**src/rtl/vga_timing_gen.sv**
```systemverilog
`default_nettype none
// ============================================================================
// Module      : vga_timing_gen
// Description : VGA raster timing generator (default 800x600@60 Hz, 40 MHz
//               pixel clock). Produces pixel/line counters, blanking and
//               sync strobes, a once-per-frame tick at the first line of
//               vertical blanking, and a count of completed visible frames.
//
// Ports:
//   clk        in   1   pixel clock
//   rst        in   1   asynchronous reset, active-low (0 = reset)
//   hcount     out  11  pixel index in line, 0..H_TOTAL-1
//   vcount     out  10  line index in frame, 0..V_TOTAL-1
//   hblnk      out  1   high while hcount >= H_VISIBLE
//   vblnk      out  1   high while vcount >= V_VISIBLE
//   hsync      out  1   horizontal sync, polarity set by SYNC_POS
//   vsync      out  1   vertical sync, polarity set by SYNC_POS
//   frame_tick out  1   one-cycle pulse at (hcount,vcount) = (0,V_VISIBLE)
//   frame_cnt  out  16  completed visible frames, wraps 65535 -> 0
//
// Revision    : 1.0 - initial release
// ============================================================================
module vga_timing_gen #(
    parameter int H_VISIBLE = 800,
    parameter int H_FRONT   = 40,
    parameter int H_SYNC    = 128,
    parameter int H_BACK    = 88,
    parameter int V_VISIBLE = 600,
    parameter int V_FRONT   = 1,
    parameter int V_SYNC    = 4,
    parameter int V_BACK    = 23,
    parameter int SYNC_POS  = 1
) (
    input  logic        clk,
    input  logic        rst,
    output logic [10:0] hcount,
    output logic [9:0]  vcount,
    output logic        hblnk,
    output logic        vblnk,
    output logic        hsync,
    output logic        vsync,
    output logic        frame_tick,
    output logic [15:0] frame_cnt
);

    // ------------------------------------------------------------------------
    // Derived timing constants, pre-sized to the counter widths so every
    // comparison below is width-matched.
    // ------------------------------------------------------------------------
    localparam int          c_h_total  = H_VISIBLE + H_FRONT + H_SYNC + H_BACK;
    localparam int          c_v_total  = V_VISIBLE + V_FRONT + V_SYNC + V_BACK;

    localparam logic [10:0] c_h_last   = 11'(c_h_total - 1);
    localparam logic [10:0] c_h_vis    = 11'(H_VISIBLE);
    localparam logic [10:0] c_hs_start = 11'(H_VISIBLE + H_FRONT);
    localparam logic [10:0] c_hs_end   = 11'(H_VISIBLE + H_FRONT + H_SYNC);

    localparam logic [9:0]  c_v_last   = 10'(c_v_total - 1);
    localparam logic [9:0]  c_v_vis    = 10'(V_VISIBLE);
    localparam logic [9:0]  c_vs_start = 10'(V_VISIBLE + V_FRONT);
    localparam logic [9:0]  c_vs_end   = 10'(V_VISIBLE + V_FRONT + V_SYNC);

    // Active and idle levels of the sync strobes.
    localparam logic        c_sync_on  = (SYNC_POS != 0);
    localparam logic        c_sync_off = ~c_sync_on;

    // ------------------------------------------------------------------------
    // State registers and their next-state values
    // ------------------------------------------------------------------------
    logic [10:0] hcount_q,     hcount_d;
    logic [9:0]  vcount_q,     vcount_d;
    logic        hblnk_q,      hblnk_d;
    logic        vblnk_q,      vblnk_d;
    logic        hsync_q,      hsync_d;
    logic        vsync_q,      vsync_d;
    logic        frame_tick_q, frame_tick_d;
    logic [15:0] frame_cnt_q,  frame_cnt_d;

    logic        w_h_last;
    logic        w_v_last;

    // ------------------------------------------------------------------------
    // Next-state logic. The strobes are decoded from the *next* counter
    // values so that, once registered, every output describes the same
    // raster position as hcount/vcount in the same cycle.
    // ------------------------------------------------------------------------
    always_comb begin
        w_h_last     = (hcount_q == c_h_last);
        w_v_last     = (vcount_q == c_v_last);

        hcount_d     = hcount_q + 11'd1;
        vcount_d     = vcount_q;
        frame_cnt_d  = frame_cnt_q;

        if (w_h_last) begin
            hcount_d = 11'd0;
            vcount_d = w_v_last ? 10'd0 : (vcount_q + 10'd1);
        end

        hblnk_d      = (hcount_d >= c_h_vis);
        vblnk_d      = (vcount_d >= c_v_vis);

        hsync_d      = ((hcount_d >= c_hs_start) && (hcount_d < c_hs_end))
                       ? c_sync_on : c_sync_off;
        vsync_d      = ((vcount_d >= c_vs_start) && (vcount_d < c_vs_end))
                       ? c_sync_on : c_sync_off;

        // First pixel of vertical blanking marks the end of a visible frame.
        frame_tick_d = (hcount_d == 11'd0) && (vcount_d == c_v_vis);

        if (frame_tick_d) begin
            frame_cnt_d = frame_cnt_q + 16'd1;
        end
    end

    // ------------------------------------------------------------------------
    // Registers. Reset presents position (0,0) with strobes idle, so the
    // first rising edge after release moves to (1,0).
    // ------------------------------------------------------------------------
    always_ff @(posedge clk or negedge rst) begin
        if (!rst) begin
            hcount_q     <= 11'd0;
            vcount_q     <= 10'd0;
            hblnk_q      <= 1'b0;
            vblnk_q      <= 1'b0;
            hsync_q      <= c_sync_off;
            vsync_q      <= c_sync_off;
            frame_tick_q <= 1'b0;
            frame_cnt_q  <= 16'd0;
        end else begin
            hcount_q     <= hcount_d;
            vcount_q     <= vcount_d;
            hblnk_q      <= hblnk_d;
            vblnk_q      <= vblnk_d;
            hsync_q      <= hsync_d;
            vsync_q      <= vsync_d;
            frame_tick_q <= frame_tick_d;
            frame_cnt_q  <= frame_cnt_d;
        end
    end

    // ------------------------------------------------------------------------
    // Outputs
    // ------------------------------------------------------------------------
    assign hcount     = hcount_q;
    assign vcount     = vcount_q;
    assign hblnk      = hblnk_q;
    assign vblnk      = vblnk_q;
    assign hsync      = hsync_q;
    assign vsync      = vsync_q;
    assign frame_tick = frame_tick_q;
    assign frame_cnt  = frame_cnt_q;

endmodule
`default_nettype wire

```
**config.mk**
```make
export PLATFORM = sky130hd
export DESIGN_NAME = vga_timing_gen
export DESIGN_NICKNAME = d
export VERILOG_FILES = /design/src/rtl/vga_timing_gen.sv
export SDC_FILE = /design/constraint.sdc
export NUM_CORES = 1
export LEC_CHECK = 0
export CAP_MARGIN = 30
export CELL_PAD_IN_SITES_DETAIL_PLACEMENT = 1
export CELL_PAD_IN_SITES_GLOBAL_PLACEMENT = 1
export CORE_MARGIN = 1.5
export CORE_UTILIZATION = 30
export CTS_CLUSTER_DIAMETER = 200
export DETAILED_ROUTE_END_ITERATION = 10
export PLACE_DENSITY = 0.63
export SLEW_MARGIN = 20
export SYNTH_ARGS = -nofsm -noshare
export SYNTH_HDL_FRONTEND = slang
export SYNTH_SLANG_ARGS = --single-unit
```
**constraint.sdc**
```tcl
create_clock -name clk -period 5.4 [get_ports clk]
set_input_delay 1.62 -clock clk [delete_from_list [all_inputs] [get_ports clk]]
set_output_delay 1.62 -clock clk [all_outputs]
set_load 0.02 [all_outputs]
```
======== Yosys cells after proc, flatten, opt, wreduce, memory -nomap -nowiden ========
Index checks and enable logic that the tools add are counted.
cells by class
  $add $sub $neg .......................... 3
  $mul .................................... 0
  div/mod/pow operators ................... 0
  order comparisons ....................... 6
  equality and inequality tests ........... 3
  shift-type cells ........................ 0
  mux-type cells .......................... 5
  bitwise gates (word level) .............. 0
  reduce and logical (&&, ||, !) cells .... 4
operators by type and width
  kind                     count
  $ge A11 B10 Y1 const B   2
  $eq A10 B10 Y1 const B   2
  $ge A10 B10 Y1 const B   2
  $mux W10                 2
  $add A16 B1 Y16 const B  1
  $add A11 B1 Y11 const B  1
  $eq A11 B11 Y1 const B   1
  $logic_not A11 Y1        1
  $lt A11 B10 Y1 const B   1
  $mux W11                 1
  $add A10 B1 Y10 const B  1
  $lt A10 B10 Y1 const B   1
  $logic_and A1 B1 Y1      3
  $mux W1                  2
storage, ports and cells
  register bits ........................... 42
  bits in latches ......................... 0
  bits in writable memories ............... 0
  ROM bits ................................ 0
  input bits .............................. 2
  output and inout bits ................... 42
  logic and storage cells ................. 29
  memories kept ........................... 0

======== Depth between registers and ports, before layout ========
Gate-level depths: netlist of the first run.
  word-level depth ........................ 6
  depth in mapped cells ................... 10

======== Worst setup path after synthesis of the first run ========
OpenSTA, ideal clock, no wires.
  kind .................................... register -> register
  start ................................... register vcount_q[0] (netlist: vcount[0])
  end ..................................... register frame_cnt_q[1] (netlist: frame_cnt[1])
  library setup time ...................... 0.125 ns
  data arrival time ....................... 2.854 ns
  setup slack ............................. 2.421 ns
  cell stages (with the launch flop) ...... 9
  path buffers ............................ 0
  period minus slack after synthesis ...... 2.979 ns
  cell sequence ........................... dfrtp_1 -> ha_1 -> or4b_1 -> or3_1 -> o21ai_0 -> a21oi_1 -> or3_1 -> nor4_4 -> mux2_4
between the ends
  cells in the longest elaborated chain, start to end .. 5
  elaborated cells between the ends (all ways) .. 6
  those cells by class .................... 1 x add/sub; 2 x eq/ne; 2 x mux; 1 x reduce/logical
RTL lines
  element                                            RTL line  source
  from (decl)                                        71        logic [9:0] vcount_q, vcount_d;
  from (signal assigned)                             132       vcount_q <= vcount_d;
  $add A10 B1 Y10 or $eq A10 B10 Y1 (tied branches)  97, 89
  $mux W10                                           97        vcount_d = w_v_last ? 10'd0 : (vcount_q + 10'd1);
  $mux W10 (*)                                       95        if (w_h_last) begin
  $eq A10 B10 Y1 (*)                                 109       frame_tick_d = (hcount_d == 11'd0) && (vcount_d == c_v_vis);
  $logic_and A1 B1 Y1 (*)                            109
  net frame_tick_d                                   76        logic frame_tick_q, frame_tick_d;
  to (signal assigned)                               138       frame_cnt_q <= frame_cnt_d;
  to (decl)                                          77        logic [15:0] frame_cnt_q, frame_cnt_d;
The timed path passes the listed nets; every way through them passes the cells marked *.
A chain may end at the register's enable or synchronous reset.

======== Worst setup path after layout of the first run ========
  start ................................... register hcount_q[0] (netlist: hcount[0])
  end ..................................... register frame_cnt_q[1] (netlist: frame_cnt[1])
between the ends
  cells in the longest elaborated chain, start to end .. 4
  elaborated cells between the ends (all ways) .. 7
  those cells by class .................... 1 x add/sub; 2 x eq/ne; 2 x mux; 2 x reduce/logical
RTL lines
  element                                              RTL line  source
  from (decl)                                          70        logic [10:0] hcount_q, hcount_d;
  from (signal assigned)                               131       hcount_q <= hcount_d;
  $add A11 B1 Y11 or $eq A11 B11 Y1 (tied branches)    91, 88
  $mux W11 or $mux W10 (tied branches)                 95
  $logic_not A11 Y1 or $eq A10 B10 Y1 (tied branches)  109
  $logic_and A1 B1 Y1 (*)                              109
  net frame_tick_d                                     76
Marks and branches as above.

==> results.toml, run 1 <==
[place]
placement.io_buffers = 43
detailedPlacementHpwl_um = 4120
number_of_cells_after_detailed_placement = 369
gp_congestion = 0.822
pre_cts_ws_ns = 1.93

[cts]
tritoncts = "yes"
number_of_cts_inserted_buffers = 5
cts_setup_buffers = 0
buffer_depth_of_the_longest_clock_path = 2
insertion_delay_ns = 0.30
cts.reportedPaths.clkPinSlew_ns = 0.09
ctsResizeCount = 0
numClockSinks = 42
cts_hold_buffers_added = 0
h-tree-depth = 2
cts.root.buffer_cell = "sky130_fd_sc_hd__clkbuf_8"

[detailed_routing]
drt_iter0_markers = 69
drt.antenna.violating_nets = 0
dr_total_vias = 1869
wl_um = 5550
route.detailed.wl_per_inst_um = 14.7
drtPass1Iterations = 4
routed_via_density = 4.96
drc_errors = 0

[critical_path]
timing_worst_setup_path_type = "reg -> reg"
r2r.worst_path.cells = 8
cp_data_arrival_time_ns = 3.67
cp_max_fo = 16
crit_path_start_kind = "flop"
worstPathRequired_ns = 5.59
setup.worst_path.end_class = "flop"

[min_path]
worst_hold_path_type = "reg -> reg"
timing.hold.worst_path_depth = 1

[logic_synthesis]
synth-edff-count = 0
synth.cell_area_sq_um = 2350
async_reset_ff_frac = 1.00
synth_flop_cell = "sky130_fd_sc_hd__dfrtp_1"
post_synth_main_area_contributors = "sky130_fd_sc_hd__dfrtp_1, sky130_fd_sc_hd__xor2_1, sky130_fd_sc_hd__xnor2_1"
syn-mean-instance-area_sq_um = 10.1
yosysSeqAreaShare = 0.447
post_synthesis_cell_type_with_the_largest_combined_area = "sky130_fd_sc_hd__dfrtp_1"
post_synth_inst_count = 233
synth_top_cell_area_share = 0.447
yosys_warnings = 0
ys_ff_latch = 42
synth_nets = 238
post_synth_num_cell_types = 51

[sta]
min_period_over_period = 0.645
post-route-worst-setup-slack_ns = 1.92
setup-violations-final = 0
finalHoldViolCount = 0
grt_setup_unrepaired = "false"
timing.clock.skew_ns = 0.0102
timing.setup.tns_ns = 0
tightest_slew_ns = 0.859
max_freq_mhz = 287
fin_crit_ns = 3.48
max-slew-margin-rel = 0.423
fin_worst_hold_slack_ns = 0.484
final_max_slew_viol_count = 0

[pwr]
clock_power_share = 0.405
p_leak_nw = 1.23
seqPwrFrac = 0.579
total_power_consumption_of_the_routed_design_mw = 0.543
total_switching_power_mw = 0.124
power.internal_mw = 0.419
power-per-cell-area_nw_per_um2 = 183
combinational_cell_fraction_of_total_power = 0.016
netSwitchingFraction = 0.228
peakVddDrop_mv = 0.0794

[floorplan]
dieHeight_um = 91.5
initial_core_util = 0.307
floorplan.rows = 32
design.portCount = 44
placeableCoreArea_sq_um = 7650
die_width_um = 91.5
fp.dieArea_sq_um = 8380

[global_routing]
grt.total_usage = 0.142
grt-ovfl-total = 0
grt_antenna_before_repair = 0
grt_pass1_wl_um = 9500
first_global_vias = 1858
grt_max_degree = 23

[final_layout]
layout.nets = 279
final_cell_count_no_fill = 377
syn2layout_area_growth_pct = 26.2
post_route_cells_drive_above_1_share = 0.0982
total_inserted_antenna_cells = 0

[run_status]
status = "completed"

[run]
cap_viol_max_count = 0
[critical path, cell delays in order (launching register included)]
cell,delay (ns)
sky130_fd_sc_hd__dfrtp_1,0.42
sky130_fd_sc_hd__ha_1,0.29
sky130_fd_sc_hd__nand4_1,0.27
sky130_fd_sc_hd__nor4_4,0.72
sky130_fd_sc_hd__nand3_1,0.15
sky130_fd_sc_hd__a21oi_1,0.41
sky130_fd_sc_hd__nand4b_4,0.34
sky130_fd_sc_hd__nor4_4,0.44
sky130_fd_sc_hd__mux2_4,0.33
[Yosys cell counts (all sizes together) (2+ instances only)]
cell	instances
nand2b	2
a31o	2
nor2	11
buf	5
a211oi	3
and4	2
o21ai	6
nand2	15
or2	4
nand3	16
xnor2	12
nor4	11
or4	2
xor2	17
and3	3
o31ai	3
inv	16
a41oi	2
nand4	6
o41ai	2
o211ai	2
o21a	2
ha	3
or3	5
a21oi	7
nand4b	2
clkbuf	5
dfrtp	42
nor3	12
[power groups by stage]
stage	clock network (mW)	logic (mW)	registers (mW)
3_3_place_gp	0	0.00701	0.320
2_1_floorplan	0	0.000000481	0.321
3_5_place_dp	0	0.00955	0.320
5_1_grt	0.239	0.0103	0.314
4_1_cts	0.229	0.00953	0.314
6_report	0.220	0.00873	0.314
[final timing paths]
path                                  to  slack, ns           from
max                         frame_cnt[1]       1.92      hcount[0]
min reg2reg                frame_cnt[15]       0.48  frame_cnt[15]
max reg2reg                 frame_cnt[1]       1.92      hcount[0]
max in group asynchronous   frame_cnt[3]       3.62            rst
min                        frame_cnt[15]       0.48  frame_cnt[15]
min in group asynchronous   frame_cnt[9]       1.28            rst
[through the flow]
step	area, sq um	util
3_3_place_gp	2840	0.372
6_report	2970	0.388
2_1_floorplan	2350	-
5_1_grt	2970	0.388
4_1_cts	2970	0.388
3_5_place_dp	2870	0.375
[cells by family after synthesis]
logic type,share of synthesized area
compound gates,0.112
xor+xnor,0.108
fa+ha+maj,0.0160
buf+inv,0.0511
flops,0.447
mux,0.00638
simple gates,0.259
[cells in the final DEF (no fill, tap or decap), drive strengths merged, types with 7 or more instances in the layout]
cell type | netlist | layout
dfrtp | 42 | 42
nor2 | 11 | 11
xnor2 | 12 | 12
inv | 16 | 16
nor3 | 12 | 12
clkdlybuf4s50 | 0 | 42
nor4 | 11 | 11
a21oi | 7 | 7
nand2 | 15 | 15
xor2 | 17 | 17
nand3 | 16 | 16
[per-layer routing]
layer,vias to the layer above,part of all wire,track usage
li1,923,-,-
met1,914,0.50,0.196
met2,28,0.47,0.228
met3,4,0.025,0.0260
met4,0,0.0087,0.0352
met5,-,0,0
[cell type report]
| type | count | area, sq um |
|---|---|---|
| Sequential cell | 42 | 1050 |
| Fill cell | 875 | 4680 |
| Tap cell | 102 | 128 |
| Timing Repair Buffer | 44 | 453 |
| Inverter | 16 | 60.1 |
| Clock inverter | 2 | 12.5 |
| Multi-Input combinational cell | 165 | 1180 |
| Clock buffer | 6 | 82.6 |
[registers in the layout, indices dropped and copies added, names as in the netlist]
signal and flops:
hblnk 1, vblnk 1, frame_tick 1, hsync 1
frame_cnt 16, vcount 10, vsync 1, hcount 11
Note: power is estimated with default switching activity, not from simulation.
==> inputs of run 2 (changes only) <==
--- a/config.mk
+++ b/config.mk
@@ -12,7 +12,7 @@
 export CORE_UTILIZATION = 30
 export CTS_CLUSTER_DIAMETER = 200
 export DETAILED_ROUTE_END_ITERATION = 10
-export PLACE_DENSITY = 0.63
+export PLACE_DENSITY = 0.66
 export SLEW_MARGIN = 20
 export SYNTH_ARGS = -nofsm -noshare
 export SYNTH_HDL_FRONTEND = slang
==> constraint.sdc (replaced) <==
create_clock -name clk -period 2.89 [get_ports clk]
set_input_delay 0.867 -clock clk [delete_from_list [all_inputs] [get_ports clk]]
set_output_delay 0.867 -clock clk [all_outputs]
set_load 0.02 [all_outputs]
==> run 2 against run 1 <==
Compared with the run above: combinational power increased by 51%; worst setup slack got worse by 1.8 ns; clock skew fell by 0.0013 ns; fmax increased by 25%; critical path depth is the same; via count grew 9.8%; total power is 85% higher; non-clock buffer count up 31; sequential cell count unchanged; global-route usage is 1.4 points higher; critical endpoint unchanged.
==> results.toml, run 2 (synthesis results as in run 1) <==
[floorplan]
die_width_um = 91.5
initial_core_util = 0.307
floorplan.rows = 32
dieHeight_um = 91.5
placeableCoreArea_sq_um = 7650
design.portCount = 44
fp.dieArea_sq_um = 8380

[sta]
fin_worst_hold_slack_ns = 0.466
max_freq_mhz = 360
finalHoldViolCount = 0
tightest_slew_ns = 0.570
final_max_slew_viol_count = 0
fin_crit_ns = 2.78
max-slew-margin-rel = 0.618
setup-violations-final = 0
timing.setup.tns_ns = 0
post-route-worst-setup-slack_ns = 0.112
min_period_over_period = 0.961
timing.clock.skew_ns = 0.00886

[place]
gp_congestion = 0.799
number_of_cells_after_detailed_placement = 395
detailedPlacementHpwl_um = 4610
pre_cts_ws_ns = 0.0236
placement.io_buffers = 43
post_dp_cell_area_sq_um = 3060

[final_layout]
post-route-cell-area_sq_um = 3320
fillers = 868
commonest_cells_after_routing_fill_and_taps_aside = "sky130_fd_sc_hd__clkdlybuf4s50_1, sky130_fd_sc_hd__dfrtp_1, sky130_fd_sc_hd__buf_4, sky130_fd_sc_hd__xor2_1"
layout_commonest_cell = "sky130_fd_sc_hd__clkdlybuf4s50_1"
layout.nets = 312
final_cell_count_no_fill = 410
syn2layout_area_growth_pct = 41.1
largest_register_ffs = 16
total_inserted_antenna_cells = 0
post_route_cells_drive_above_1_share = 0.237

[detailed_routing]
wl_um = 6460
drt.antenna.violating_nets = 0
route.detailed.wl_per_inst_um = 15.8
drc_errors = 0
routed_via_density = 5.01
drtPass1Iterations = 4
dr_total_vias = 2053
drt_iter0_markers = 97

[cts]
numClockSinks = 42
insertion_delay_ns = 0.29
number_of_cts_inserted_buffers = 5
cts_hold_buffers_added = 0
cts.root.buffer_cell = "sky130_fd_sc_hd__clkbuf_8"
h-tree-depth = 2
buffer_depth_of_the_longest_clock_path = 2
cts.reportedPaths.clkPinSlew_ns = 0.09
tritoncts = "yes"

[min_path]
worst_hold_path_type = "reg -> reg"

[critical_path]
cp_max_fo = 3
cp_data_arrival_time_ns = 2.96
crit_path_start_kind = "flop"
setup.worst_path.end_class = "flop"
timing_worst_setup_path_type = "reg -> reg"
worstPathRequired_ns = 3.08

[global_routing]
grt_antenna_before_repair = 0
grt.total_usage = 0.155
grt_max_degree = 24
first_global_vias = 2110
grt_pass1_wl_um = 10400
grt-ovfl-total = 0

[pwr]
p_leak_nw = 1.47
power-per-cell-area_nw_per_um2 = 303
peakVddDrop_mv = 0.151

[run_status]
status = "completed"

[run]
cap_viol_max_count = 0
[run 2: cell count changes in the layout (fill, tap and decap cells not counted), sizes merged]
cell	before	now
nand4b	2	3
nand3b	1	2
buf	2	33
[run 2: path summary, 6_finish.rpt]
check                               from             to  slack, ns  depth (start not counted)
max                            vcount[1]   frame_cnt[1]       0.11                          8
max reg2reg                    vcount[1]   frame_cnt[1]       0.11                          8
min in group asynchronous            rst  frame_cnt[10]       0.52                          1
max in group asynchronous            rst          hsync       1.68                          2
min                        frame_cnt[15]  frame_cnt[15]       0.47                          1
min reg2reg                frame_cnt[15]  frame_cnt[15]       0.47                          1
[run 2: report_power, final]
part           switching, mW  total [mW]  internal [mW]
clock network          0.214       0.406          0.192
logic                 0.0119      0.0132        0.00136
registers                  0       0.587          0.587
[run 2: area by class of cell]
type                       count  area, sq um  share of cell area
multi-input combinational    167         1300               0.393
clock inverter                 2         12.5             0.00377
timing repair buffer          75          678               0.204
sequential                    42         1050               0.318
clock buffer                   6         82.6              0.0249
tap                          102          128              0.0385
inverter                      16         60.1              0.0181
[run 2: per-layer routing]
metal	vias up	wire length (um)	global-route usage
met2	37	3220	0.267
met3	8	163	0.0276
li1	996	-	-
met1	1012	3000	0.201
met4	0	80	0.0391
met5	-	0	0
[run 2: stage by stage]
step / utilization / power [mW]
final: 0.434 / 1.01
after global routing: 0.434 / 1.04
after CTS: 0.413 / 1.03
after detailed placement: 0.400 / 0.613
after global placement: 0.400 / 0.613
after floorplan: - / 0.599
[run 2: critical path, stage by stage (launching register included)]
cell	delay, ns
sky130_fd_sc_hd__dfrtp_2	0.37
sky130_fd_sc_hd__ha_1	0.15
sky130_fd_sc_hd__or4b_1	0.48
sky130_fd_sc_hd__or3_1	0.36
sky130_fd_sc_hd__o21ai_0	0.12
sky130_fd_sc_hd__a21oi_2	0.09
sky130_fd_sc_hd__or3_1	0.42
sky130_fd_sc_hd__nor4_4	0.36
sky130_fd_sc_hd__mux2_4	0.33
[run 2: what timing repair did]
item / CTS / global route
setup buffers: 0 / 5
endpoints found under the setup margin: 0 / 15
resized for setup: 0 / 16
==> inputs of run 3 (changes only) <==
--- a/config.mk
+++ b/config.mk
@@ -10,7 +10,7 @@
 export CELL_PAD_IN_SITES_GLOBAL_PLACEMENT = 1
 export CORE_MARGIN = 1.5
 export CORE_UTILIZATION = 30
-export CTS_CLUSTER_DIAMETER = 200
+export CTS_CLUSTER_DIAMETER = 150
 export DETAILED_ROUTE_END_ITERATION = 10
 export PLACE_DENSITY = 0.66
 export SLEW_MARGIN = 20
==> constraint.sdc (replaced) <==
create_clock -name clk -period 2.89 [get_ports clk]
set_input_delay 0.867 -clock clk [delete_from_list [all_inputs] [get_ports clk]]
set_output_delay 0.867 -clock clk [all_outputs]
set_load 0.01 [all_outputs]
==> run 3 against run 2 <==
Compared with the run above: clock power is 18% higher; count of clock-buffer cells in the layout unchanged; cell area barely moved; core utilization about the same; via count decreased by 0.78%; combinational power grew 29%; first-iteration DRC count decreased by 4.1%; fmax shrank 0.89%; sequential share of layout area about the same; sequential cell count unchanged; clock skew up 0.0013 ns; critical path type unchanged; largest power group unchanged.
==> results.toml, run 3 (synthesis results as in run 1) <==
[critical_path]
critical_path.top_delay_family = "simple AND/OR/NAND/NOR gates"
worstPathRequired_ns = 3.08
cp_max_fo = 3
setup.worst_path.end_class = "flop"
crit_path_top_delay_cell = "sky130_fd_sc_hd__or4b_1"
r2r.worst_path.cells = 8
worst-path-stages = 8
timing_worst_setup_path_type = "reg -> reg"
worstSetupStartpoint = "vcount[1]"
cpMostUsedCell = "sky130_fd_sc_hd__or3_1"
cp_data_arrival_time_ns = 2.99
rr_endpoint = "frame_cnt[1]"
worst_setup_path_endpoint = "frame_cnt[1]"
r2r_setup_slack_ns = 0.09
critical_path.reg2reg.startpoint = "vcount[1]"
worst_path_largest_cell_delay_ns = 0.51
crit_chain = "ha_1, or4b_1, or3_1, o21ai_0, a21oi_1, or3_1, nor4_4, mux2_4"
crit_path_start_kind = "flop"
path_buf_inv = 0

[cts]
cts_hold_buffers_added = 0
tritoncts = "yes"
insertion_delay_ns = 0.31
number_of_cts_inserted_buffers = 5
h-tree-depth = 2
buffer_depth_of_the_longest_clock_path = 2
cts.root.buffer_cell = "sky130_fd_sc_hd__clkbuf_8"
cts.reportedPaths.clkPinSlew_ns = 0.09
numClockSinks = 42

[pwr]
power-per-cell-area_nw_per_um2 = 326
p_leak_nw = 1.42
peakVddDrop_mv = 0.176
total_power_consumption_of_the_routed_design_mw = 1.08

[global_routing]
grt_pass1_wl_um = 10600
grt-ovfl-total = 0
first_global_vias = 2149
grt_antenna_before_repair = 0
grt.total_usage = 0.159
grt_max_degree = 41

[detailed_routing]
dr_total_vias = 2037
drt_iter0_markers = 93
wl_um = 6320
drtPass1Iterations = 4
route.detailed.wl_per_inst_um = 15.4
drc_errors = 0
drt.antenna.violating_nets = 0
routed_via_density = 4.97

[run_status]
status = "completed"

[final_layout]
commonest_cells_after_routing_fill_and_taps_aside = "sky130_fd_sc_hd__clkdlybuf4s50_1, sky130_fd_sc_hd__dfrtp_1, sky130_fd_sc_hd__buf_4, sky130_fd_sc_hd__xor2_1"
largest_register_ffs = 16
post_route_cells_drive_above_1_share = 0.234
final_core_utilization = 0.434
layout.nets = 312
layout_commonest_cell = "sky130_fd_sc_hd__clkdlybuf4s50_1"
syn2layout_area_growth_pct = 41.2
total_inserted_antenna_cells = 0

[sta]
setup-violations-final = 0
final_max_slew_viol_count = 0
fin_crit_ns = 2.80
min_period_over_period = 0.970
tightest_slew_ns = 0.507
max_freq_mhz = 357
max-slew-margin-rel = 0.658
finalHoldViolCount = 0
timing.clock.skew_ns = 0.0102

[place]
gp_congestion = 0.790
placement.io_buffers = 43
detailedPlacementHpwl_um = 4490

[run]
cap_viol_max_count = 0

[floorplan]
initial_core_util = 0.307
floorplan.rows = 32
placeableCoreArea_sq_um = 7650
fp.dieArea_sq_um = 8380
dieHeight_um = 91.5
design.portCount = 44
die_width_um = 91.5

[min_path]
worst_hold_path_type = "in -> async"
run 3: cell count changes in the layout (fill, tap and decap cells not counted), sizes merged:
cell and change:
nand4b -1, bufinv +1, buf +2, nand3b -1, clkinv -1
run 3: per-stage QoR:
stage / setup TNS [ns] / std cells / area, sq um / setup slack (ns) / hold slack [ns]
6_report: 0 / 410 / 3320 / 0.0874 / 0.444
5_1_grt: -0.0755 / 410 / 3320 / -0.0277 / 0.464
4_1_cts: 0 / 404 / 3200 / 0.0433 / 0.505
3_5_place_dp: -0.129 / 393 / 3060 / -0.0882 / 0.496
3_3_place_gp: 0 / 393 / 3060 / 0.0712 / 0.468
2_1_floorplan: 0 / 233 / 2350 / 0.0186 / 0.504
run 3: how the worst min path moves through the flow:
stage                     to  slack, ns     startpoint  cells past startpoint
6_report        frame_cnt[9]       0.44            rst                      1
4_1_cts         frame_cnt[9]       0.51   frame_cnt[9]                      1
3_3_place_gp   frame_cnt[15]       0.47  frame_cnt[15]                      1
5_1_grt         frame_cnt[9]       0.46            rst                      1
3_5_place_dp    frame_cnt[9]       0.50   frame_cnt[9]                      1
2_1_floorplan  frame_cnt[15]       0.50  frame_cnt[15]                      1
run 3: power breakdown:
group	switching [mW]	total [mW]	leakage (nW)	internal (mW)
Combinational	0.0122	0.0170	0.794	0.00486
Clock	0.221	0.479	0.0514	0.258
Sequential	0	0.587	0.571	0.587
run 3: per-layer routing:
| metal | up-vias | GRT usage | wire (um) |
|---|---|---|---|
| li1 | 985 | - | - |
| met1 | 1010 | 0.197 | 2820 |
| met2 | 32 | 0.273 | 3190 |
| met3 | 10 | 0.0302 | 179 |
| met4 | 0 | 0.0599 | 123 |
| met5 | - | 0 | 0 |
run 3: repair_timing:
action                     4_1_cts  5_1_grt
buffers inserted                 3        5
setup endpoints to repair        4       16
pin swaps                        1        5
gates resized for setup          1       12
run 3: worst register-to-register path: stages (launching register included):
cell and delay, ns:
sky130_fd_sc_hd__dfrtp_1 0.36, sky130_fd_sc_hd__ha_1 0.17, sky130_fd_sc_hd__or4b_1 0.51, sky130_fd_sc_hd__or3_1 0.36
sky130_fd_sc_hd__o21ai_0 0.10, sky130_fd_sc_hd__a21oi_1 0.15, sky130_fd_sc_hd__or3_1 0.43, sky130_fd_sc_hd__nor4_4 0.27
sky130_fd_sc_hd__mux2_4 0.33
run 3: area by class of cell:
type | count | area (sq um)
Timing Repair Buffer | 77 | 718
Clock inverter | 2 | 37.5
Sequential cell | 42 | 1050
Fill cell | 866 | 4330
Clock buffer | 6 | 72.6
Tap cell | 102 | 128
Multi-Input combinational cell | 165 | 1250
Inverter | 16 | 60.1
